==> src/rtl/spi_flash_responder.sv <==
// Mode-0 SPI target emulating a read-only serial flash (READ, FAST_READ, JEDEC_ID, RDSR) backed by an OBI-style read master.
// Define SPI_FLASH_RESPONDER_STATS_EN to build the completed-read counter on rd_count_o.
module spi_flash_responder #(
  parameter logic [31:0] BASE_ADDR = 32'h0000_0000,
  parameter logic [23:0] JEDEC_ID  = 24'hEF6018
) (
  input  logic        clk_i,
  input  logic        rst_i,
  input  logic        spi_sck_i,
  input  logic        spi_csb_i,
  input  logic        spi_sd_i,
  output logic        spi_sd_o,
  output logic        spi_sd_en_o,
  output logic        mem_req_o,
  output logic [31:0] mem_addr_o,
  input  logic        mem_gnt_i,
  input  logic        mem_rvalid_i,
  input  logic [31:0] mem_rdata_i,
  output logic        underrun_o,
  output logic [15:0] rd_count_o
);

  localparam logic [7:0] CMD_READ  = 8'h03;
  localparam logic [7:0] CMD_FAST  = 8'h0B;
  localparam logic [7:0] CMD_JEDEC = 8'h9F;
  localparam logic [7:0] CMD_RDSR  = 8'h05;
  localparam int unsigned ADDR_W   = 24;
  localparam int unsigned WADDR_W  = ADDR_W - 2;

  typedef enum logic [2:0] {
    S_IDLE, S_CMD, S_ADDR, S_DUMMY, S_DATA, S_IGNORE
  } state_t;

  logic [1:0] sck_sync, csb_sync, sd_sync;
  logic       sck_q, csb_q;
  logic       sck_s, csb_s, sd_s;
  logic       sck_rise, sck_fall, csb_fall;

  state_t state, state_next;

  logic [4:0]         bit_cnt;
  logic [2:0]         tx_cnt;
  logic [ADDR_W-1:0]  rx_shift, rx_next;
  logic [7:0]         cmd;
  logic [ADDR_W-1:0]  rd_addr, rd_addr_inc;
  logic [1:0]         jedec_idx;
  logic [7:0]         tx_shift, tx_byte;

  logic [31:0]        word_data;
  logic               word_valid;
  logic               mem_wait, discard, fetch_due;
  logic [WADDR_W-1:0] fetch_waddr, fetch_waddr_c;

  logic capture_c, count_bit_c, bit_last_c, cmd_done_c, addr_done_c;
  logic load_c, shift_c, en_c;
  logic is_read, read_load, lane_last, fetch_c, busy, rsp;

  // Two-flop synchronizers plus one delay stage for edge detection
  always_ff @(posedge clk_i or posedge rst_i) begin
    if (rst_i) begin
      sck_sync <= 2'b00;
      csb_sync <= 2'b11;
      sd_sync  <= 2'b00;
      sck_q    <= 1'b0;
      csb_q    <= 1'b1;
    end else begin
      sck_sync <= {sck_sync[0], spi_sck_i};
      csb_sync <= {csb_sync[0], spi_csb_i};
      sd_sync  <= {sd_sync[0], spi_sd_i};
      sck_q    <= sck_sync[1];
      csb_q    <= csb_sync[1];
    end
  end

  assign sck_s    = sck_sync[1];
  assign csb_s    = csb_sync[1];
  assign sd_s     = sd_sync[1];
  assign sck_rise = sck_s & ~sck_q;
  assign sck_fall = ~sck_s & sck_q;
  assign csb_fall = ~csb_s & csb_q;
  assign rx_next  = {rx_shift[ADDR_W-2:0], sd_s};

  always_ff @(posedge clk_i or posedge rst_i) begin
    if (rst_i) state <= S_IDLE;
    else       state <= state_next;
  end

  always_comb begin
    state_next = state;
    if (csb_s) begin
      state_next = S_IDLE;
    end else begin
      case (state)
        S_IDLE: state_next = S_CMD;
        S_CMD: begin
          if (sck_rise && bit_cnt == 5'd7) begin
            case (rx_next[7:0])
              CMD_READ, CMD_FAST:  state_next = S_ADDR;
              CMD_JEDEC, CMD_RDSR: state_next = S_DATA;
              default:             state_next = S_IGNORE;
            endcase
          end
        end
        S_ADDR: begin
          if (sck_rise && bit_cnt == 5'd23)
            state_next = (cmd == CMD_FAST) ? S_DUMMY : S_DATA;
        end
        S_DUMMY: begin
          if (sck_rise && bit_cnt == 5'd7) state_next = S_DATA;
        end
        default: state_next = state;
      endcase
    end
  end

  // Per-state strobes; everything is quiet once chip select is seen high
  always_comb begin
    capture_c   = 1'b0;
    count_bit_c = 1'b0;
    bit_last_c  = 1'b0;
    cmd_done_c  = 1'b0;
    addr_done_c = 1'b0;
    load_c      = 1'b0;
    shift_c     = 1'b0;
    en_c        = 1'b0;
    if (!csb_s) begin
      case (state)
        S_CMD: begin
          capture_c   = sck_rise;
          count_bit_c = sck_rise;
          bit_last_c  = (bit_cnt == 5'd7);
          cmd_done_c  = sck_rise && (bit_cnt == 5'd7);
        end
        S_ADDR: begin
          capture_c   = sck_rise;
          count_bit_c = sck_rise;
          bit_last_c  = (bit_cnt == 5'd23);
          addr_done_c = sck_rise && (bit_cnt == 5'd23);
        end
        S_DUMMY: begin
          count_bit_c = sck_rise;
          bit_last_c  = (bit_cnt == 5'd7);
        end
        S_DATA: begin
          en_c    = 1'b1;
          load_c  = sck_fall && (tx_cnt == 3'd0);
          shift_c = sck_fall && (tx_cnt != 3'd0);
        end
        default: ;
      endcase
    end
  end

  assign is_read       = (cmd == CMD_READ) || (cmd == CMD_FAST);
  assign read_load     = load_c && is_read;
  assign lane_last     = (rd_addr[1:0] == 2'b11);
  assign rd_addr_inc   = rd_addr + 24'd1;
  assign fetch_c       = addr_done_c || (read_load && lane_last);
  assign fetch_waddr_c = addr_done_c ? rx_next[ADDR_W-1:2] : rd_addr_inc[ADDR_W-1:2];
  assign busy          = mem_req_o | mem_wait;
  assign rsp           = mem_wait & mem_rvalid_i;

  // Byte presented at the next load; an unfilled word reads as 0xFF
  always_comb begin
    tx_byte = 8'h00;
    if (is_read) begin
      if (!word_valid) begin
        tx_byte = 8'hFF;
      end else begin
        case (rd_addr[1:0])
          2'd0:    tx_byte = word_data[7:0];
          2'd1:    tx_byte = word_data[15:8];
          2'd2:    tx_byte = word_data[23:16];
          default: tx_byte = word_data[31:24];
        endcase
      end
    end else if (cmd == CMD_JEDEC) begin
      case (jedec_idx)
        2'd0:    tx_byte = JEDEC_ID[23:16];
        2'd1:    tx_byte = JEDEC_ID[15:8];
        2'd2:    tx_byte = JEDEC_ID[7:0];
        default: tx_byte = 8'h00;
      endcase
    end
  end

  always_ff @(posedge clk_i or posedge rst_i) begin
    if (rst_i) begin
      bit_cnt     <= 5'd0;
      tx_cnt      <= 3'd0;
      rx_shift    <= '0;
      cmd         <= 8'h00;
      rd_addr     <= '0;
      jedec_idx   <= 2'd0;
      tx_shift    <= 8'h00;
      spi_sd_o    <= 1'b0;
      spi_sd_en_o <= 1'b0;
      underrun_o  <= 1'b0;
    end else begin
      spi_sd_en_o <= en_c;
      if (csb_fall) underrun_o <= 1'b0;
      if (csb_s) begin
        bit_cnt   <= 5'd0;
        tx_cnt    <= 3'd0;
        jedec_idx <= 2'd0;
        spi_sd_o  <= 1'b0;
      end else begin
        if (capture_c)   rx_shift <= rx_next;
        if (count_bit_c) bit_cnt  <= bit_last_c ? 5'd0 : bit_cnt + 5'd1;
        if (cmd_done_c)  cmd      <= rx_next[7:0];
        if (addr_done_c) rd_addr  <= rx_next;
        if (en_c && sck_fall) tx_cnt <= tx_cnt + 3'd1;
        if (load_c) begin
          tx_shift <= tx_byte;
          spi_sd_o <= tx_byte[7];
          if (cmd == CMD_JEDEC && jedec_idx != 2'd3) jedec_idx <= jedec_idx + 2'd1;
        end else if (shift_c) begin
          tx_shift <= {tx_shift[6:0], 1'b0};
          spi_sd_o <= tx_shift[6];
        end
        if (read_load) begin
          rd_addr <= rd_addr_inc;
          if (!word_valid) underrun_o <= 1'b1;
        end
      end
    end
  end

  // Single-outstanding read master; responses owed to an abandoned word are dropped
  always_ff @(posedge clk_i or posedge rst_i) begin
    if (rst_i) begin
      mem_req_o   <= 1'b0;
      mem_addr_o  <= 32'h0;
      mem_wait    <= 1'b0;
      discard     <= 1'b0;
      fetch_due   <= 1'b0;
      fetch_waddr <= '0;
      word_data   <= 32'h0;
      word_valid  <= 1'b0;
    end else begin
      if (mem_req_o && mem_gnt_i) begin
        mem_req_o <= 1'b0;
        mem_wait  <= 1'b1;
      end
      if (rsp) begin
        mem_wait <= 1'b0;
        if (discard) begin
          discard <= 1'b0;
        end else begin
          word_data  <= mem_rdata_i;
          word_valid <= 1'b1;
        end
      end
      if (csb_s) begin
        fetch_due  <= 1'b0;
        word_valid <= 1'b0;
        if (busy && !rsp) discard <= 1'b1;
      end else begin
        if ((fetch_c || fetch_due) && !busy) begin
          mem_req_o  <= 1'b1;
          mem_addr_o <= BASE_ADDR + {8'h00, (fetch_c ? fetch_waddr_c : fetch_waddr), 2'b00};
          fetch_due  <= 1'b0;
        end else if (fetch_c) begin
          fetch_due   <= 1'b1;
          fetch_waddr <= fetch_waddr_c;
        end
        if (addr_done_c || (read_load && lane_last)) word_valid <= 1'b0;
        if (read_load && lane_last && !word_valid && busy && !rsp) discard <= 1'b1;
      end
    end
  end

`ifdef SPI_FLASH_RESPONDER_STATS_EN
  logic csb_rise, got_byte, byte_done;

  assign csb_rise  = csb_s & ~csb_q;
  // A data byte counts once its eighth bit has been clocked by the host
  assign byte_done = en_c & sck_rise & (tx_cnt == 3'd0) & is_read;

  always_ff @(posedge clk_i or posedge rst_i) begin
    if (rst_i) begin
      got_byte   <= 1'b0;
      rd_count_o <= 16'h0000;
    end else begin
      if (csb_rise && got_byte && rd_count_o != 16'hFFFF) rd_count_o <= rd_count_o + 16'd1;
      if (csb_s)          got_byte <= 1'b0;
      else if (byte_done) got_byte <= 1'b1;
    end
  end
`else
  assign rd_count_o = 16'h0000;
`endif

endmodule
==> config.mk <==
export PLATFORM = sky130hd
export DESIGN_NAME = spi_flash_responder
export DESIGN_NICKNAME = d
export VERILOG_FILES = /design/src/rtl/spi_flash_responder.sv
export SDC_FILE = /design/constraint.sdc
export NUM_CORES = 1
export LEC_CHECK = 0
export ABC_AREA = 1
export CORE_ASPECT_RATIO = 1.1
export CORE_MARGIN = 3
export CORE_UTILIZATION = 38
export DETAILED_ROUTE_END_ITERATION = 8
export PLACE_DENSITY = 0.67
export SLEW_MARGIN = 20
export SYNTH_ARGS = -nofsm -noshare
export SYNTH_HDL_FRONTEND = slang
export SYNTH_SLANG_ARGS = --single-unit
==> constraint.sdc <==
create_clock -name clk_i -period 7.5 [get_ports clk_i]
set_input_delay 0.75 -clock clk_i [delete_from_list [all_inputs] [get_ports clk_i]]
set_output_delay 0.75 -clock clk_i [all_outputs]
set_load 0.02 [all_outputs]
# After elaboration in Yosys (flattened, before gate mapping)
# Index checks and enable logic that the tools add are counted.
# word_totals
ff_bits,167
out_inout_bits,52
elab_cells,177
# op_classes
bitwise,10
eq_ne,23
n_mux,65
n_reduce_logical,51
n_addsub,4
# ops
op,n
two-way mux 24 bit,2
case mux 8 bit (3 select lines),2
two-way mux 22 bit,2
two-way mux 1 bit,38
"adder 24 x 1 -> 24 bit, second input constant",1
two-way mux 8 bit,3
two-way mux 3 bit,7
AND reduction 2 bit,9
"== test 8 x 2 -> 1 bit, second input constant",2
"== test 8 x 4 -> 1 bit, second input constant",2
"== test 8 bit, second input constant",2
two-way mux 5 bit,3
logical AND 1 bit,14
two-way mux 7 bit,2
nonzero test 2 bit,7
case mux 3 bit (4 select lines),1
nonzero test 3 bit,4
"!= test 3 bit, second input constant",3
"== test 8 x 3 -> 1 bit, second input constant",1
OR reduction 2 bit,4
"== test 2 bit, second input constant",3
"== test 3 x 2 -> 1 bit, second input constant",2
zero test 3 bit,2
two-way mux 2 bit,3
other kinds (21),34

# Longest topological paths before layout
# depth
word_depth,12
mapped_depth,14

# Worst setup path before layout
# Ideal clock, no wire load.
# synth_timing
path_kind,reg-to-reg
from,register tx_cnt[0]
to,register rd_addr[0]
t_required_ns,7.381
slack_ns,5.726
setup_ns,0.119
stages_incl_launch_ff,12
path_buffers,2
period_less_slack_ns,1.774
arrival_ns,1.655
cell_sequence,dfrtp_1 inv_1 ha_1 inv_1 nor2_1 nand2_1 nor2_8 nand3_2 buf_2 buf_2 o22ai_1 inv_1
# synth_between
elab_chain_len,7
# synth_lines
element,line_no,rtl
start: declaration,42,logic [2:0] tx_cnt;
start signal: assignment,212,if (en_c && sck_fall) tx_cnt <= tx_cnt + 3'd1;
zero test 3 bit *,146,load_c = sck_fall && (tx_cnt == 3'd0);
logical AND 1 bit *,146,
two-way mux 1 bit *,127,case (state)
two-way mux 1 bit *,126,if (!csb_s) begin
logical AND 1 bit *,155,assign read_load = load_c && is_read;
nonzero test 2 bit (no line),n/a,
AND reduction 2 bit (no line),n/a,
end signal: assignment,211,if (addr_done_c) rd_addr <= rx_next;
end signal: assignment,222,rd_addr <= rd_addr_inc;
end: declaration,45,"logic [ADDR_W-1:0] rd_addr, rd_addr_inc;"
# Every way passes the cells marked *; elsewhere a longest branch is shown, timed or not.
# A chain may end at the register's enable or synchronous reset.

# Worst setup path in the final report
# layout_timing
from,register bit_cnt[0]
to,register fetch_waddr[5]
# layout_between
elab_chain_len,9
# layout_lines
element,line_no,rtl
start: declaration,41,logic [4:0] bit_cnt;
start signal: assignment,209,if (count_bit_c) bit_cnt <= bit_last_c ? 5'd0 : bit_cnt + 5'd1;
== test 5 bit *,138,addr_done_c = sck_rise && (bit_cnt == 5'd23);
logical AND 1 bit *,138,
two-way mux 1 bit *,127,
two-way mux 1 bit *,126,
logical OR 1 bit,158,assign fetch_c = addr_done_c || (read_load && lane_last);
logical OR 1 bit,259,if ((fetch_c || fetch_due) && !busy) begin
logical AND 1 bit,259,
NOT 1 bit (no line),n/a,
AND reduction 2 bit (no line),n/a,
end signal: assignment,265,fetch_waddr <= fetch_waddr_c;
end: declaration,52,"logic [WADDR_W-1:0] fetch_waddr, fetch_waddr_c;"
# Marks and branches as above.

==> impl_metrics.yaml <==
run_status:
  status: "complete, no violations"
cells_and_area:
  nets: 1245
  area_growth_pct: 15.3
  drive_gt1_share_pct: 5.89
  nFillCells: 2201
  regArea_um2: 4180
  antenna_cells: 0
  fin_util_pct: 44.9
  multi_input_area_um2: 3850
hold_path:
  min_path_type: "flip-flop to flip-flop"
  min_to: "csb_sync[1]$_DFF_PP1_"
  min_delay_path_depth: 0
  hp-start: "csb_sync[0]$_DFF_PP1_"
die:
  die_w_um: 150
  fp.coreArea_um2: 22300
  rows: 57
  initial_core_util_pct: 39.0
  ios: 91
  dieHeight_um: 165
  design.die.area_um2: 24700
cts:
  clockBufferDepth: 2
  clock_latency_ns: 0.43
  clkTransAtPathRegs_ns: 0.07
  ctsHoldBuffers: 0
  cts_tree: "yes"
  numCtsBuffers: 17
  cts_sinks: 167
  post-cts-setup-buffers: 0
  post_cts_resized: 0
  cts_root_buffer: "clkbuf_16"
  h-tree-depth: 4
worst_setup_path:
  timing_worst_setup_path_type: "flip-flop to flip-flop"
  r2r-start: "bit_cnt[0]$_DFFE_PP0P_"
  endpoint_kind: "flip-flop"
  r2r_setup_slack_ns: 4.78
  path_max_fanout: 45
  required_ns: 7.87
  cp.arrival_ns: 3.09
  r2r_cells: 9
  reg2reg_to: "fetch_waddr[5]$_DFFE_PP0P_"
  startpoint_type: "flip-flop"
power_and_ir_drop:
  peakVddDrop_mv: 0.151
  power_density_nw_per_um2: 239
  p_leak_nw: 4.96
yosys:
  synth.distinct_cells: 44
  synth-xor-area-share_pct: 0.201
  synthMuxAreaShare_pct: 0
  yosys.area_share.simple_pct: 33.0
  syn_area_um2: 8700
  synth-seq-cells: 167
  syn_inst: 1146
  async_reset_ff_share_pct: 100
  synth_compound_area_share_pct: 8.04
  synth.avg_cell_area_um2: 7.59
  yosys_most_used_dff: "dfrtp_1"
  synthAdderAreaFrac_pct: 1.87
  synth_warnings: 0
  seq_area_frac_synth_pct: 48.1
  synth_top_family_by_area: "simple AND/OR/NAND/NOR gates"
  synth_edf_count: 0
global_route:
  grt.overflow.total: 0
  grt_pass1_wl_mm: 34.9
  grt_max_degree: 86
  grt_pass1_vias: 6978
  antenna_found_initial: 0
  grtUsageTotal_pct: 17.4
timing:
  finalCritPeriodShare_pct: 36.3
  relSlewSlack_pct: 31.4
  final-setup-viol-count: 0
  rsz0062_at_grt: "false"
  hold_viol: 0
  finalCriticalPeriod_ns: 2.72
  tightest_slew_ns: 1.03
  fin_setup_tns_ns: 0
  maxSlewViolCount: 0
  max_freq_ghz: 0.367
  finClkSkew_ns: 0.0119
route:
  drc: 0
  vias: 7447
  met3_length_um: 827
  topRoutingLayerUsed: "met4"
  dr.pass1.iters: 5
  wire_per_inst_um: 13.6
  wl_met2_mm: 9.40
  first_iter_violations: 526
  vias_per_cell: 4.96
  met1_length_mm: 9.79
  routed_wl_mm: 20.4
  antenna_left: 0
place:
  dp_hpwl_mm: 14.3
  portBuffers: 64
  gp_congestion: 0.875
flow_run:
  maxCapViolCount: 0
per-stage QoR:
stage | hold slack (ns) | total power, W | std cells | instance area [um^2] | worst slack, ns
floorplan | 0.331 | 0.00142 | 1171 | 8790 | 2.24
global placement | 0.346 | 0.00152 | 1469 | 9430 | 4.53
detailed placement | 0.347 | 0.00153 | 1469 | 9430 | 4.54
CTS | 0.357 | 0.00241 | 1501 | 10000 | 4.76
global route | 0.360 | 0.00253 | 1501 | 10000 | 4.43
finish | 0.356 | 0.00240 | 1501 | 10000 | 4.78
state kept, by name (all words and copies together) (netlist names), 3 cells and up:
signal	flops
rx_shift	23
rd_addr	24
fetch_waddr	22
word_data	32
cmd	8
bit_cnt	5
tx_cnt	3
state	3
tx_shift	7
mem_addr_o	22
logic make-up (layout without fill, tap and decap cells):
group / Yosys count / count (layout)
buffers and inverters: 161 / 196
flip-flops: 167 / 167
other: 1 / 26
AND/OR/NAND/NOR: 677 / 677
XOR/XNOR: 2 / 2
AO/OA/AOI/OAI: 125 / 125
adder cells (fa/ha/maj): 13 / 13
cell usage after synthesis (all sizes together) (2+ instances only):
cell	count	area, um^2
nand2	467	1760
dfrtp	164	4100
nand3	96	536
inv	95	359
nor2	86	389
o21ai	51	259
buf	49	340
a21oi	40	204
o22ai	17	106
clkbuf	15	56.3
ha	13	163
nand4	13	96.3
nor3	9	50.1
o211ai	9	67.6
dfstp	3	78.8
nand3b	3	22.5
a31oi	2	12.5
clkinv	2	7.51
o22a	2	17.5
or2	2	12.5
xor2	2	17.5
area by class of cell:
cell class / count / area share, %
clock buffer: 19 / 4.52
clock inverter: 13 / 1.34
inverter: 97 / 3.71
multi-input combinational: 843 / 38.4
sequential: 167 / 41.7
tap: 295 / 3.68
timing repair buffer: 67 / 6.65
where the power goes:
| part | switching [W] | leakage, nW | internal [W] | total [W] |
|---|---|---|---|---|
| clock | 0.000393 | 0.291 | 0.000487 | 0.000880 |
| combinational | 0.000213 | 2.44 | 0.000127 | 0.000340 |
| sequential | 0.000117 | 2.23 | 0.00106 | 0.00118 |
worst max-delay path by stage:
stage                           start                     endpoint
2_1_floorplan                   rst_i       bit_cnt[0]$_DFFE_PP0P_
3_3_place_gp                    rst_i       bit_cnt[0]$_DFFE_PP0P_
3_5_place_dp                    rst_i       bit_cnt[3]$_DFFE_PP0P_
4_1_cts        bit_cnt[0]$_DFFE_PP0P_   fetch_waddr[5]$_DFFE_PP0P_
5_1_grt        bit_cnt[0]$_DFFE_PP0P_  fetch_waddr[18]$_DFFE_PP0P_
6_report       bit_cnt[0]$_DFFE_PP0P_   fetch_waddr[5]$_DFFE_PP0P_
worst max-delay path, stage by stage, from the launching register on:
cell,delay (ns)
dfrtp_1,0.39
ha_1,0.21
nand2_1,0.12
nor3_2,0.22
nand3_4,0.49
nand3_4,0.32
nand2_1,0.08
nand2_1,0.57
nand2_1,0.13
nand2_1,0.10
cells in the final DEF (no fill, tap or decap), types with 3 or more instances in the layout:
cell / netlist / final
nand2_1: 466 / 466
dfrtp_1: 164 / 164
nand3_1: 91 / 91
inv_1: 86 / 85
nor2_1: 75 / 74
clkdlybuf4s50_1: 0 / 64
o21ai_0: 48 / 48
a21oi_1: 39 / 39
conb_1: 1 / 26
o22ai_1: 17 / 17
clkbuf_16: 0 / 17
ha_1: 13 / 13
nand4_1: 12 / 12
o211ai_1: 9 / 9
nor3_1: 8 / 8
inv_2: 8 / 8
nor2_2: 5 / 6
inv_6: 0 / 6
nor2_4: 5 / 5
nand3_4: 4 / 4
nand3b_1: 3 / 3
inv_8: 0 / 3
dfstp_2: 3 / 3
per-layer routing:
metal	global-route usage, %	up-vias
met5	0	-
met4	5.28	0
met3	3.07	34
met2	26.9	176
met1	24.9	3552
li1	-	3685
No activity file was read; power rests on OpenSTA's default activity.
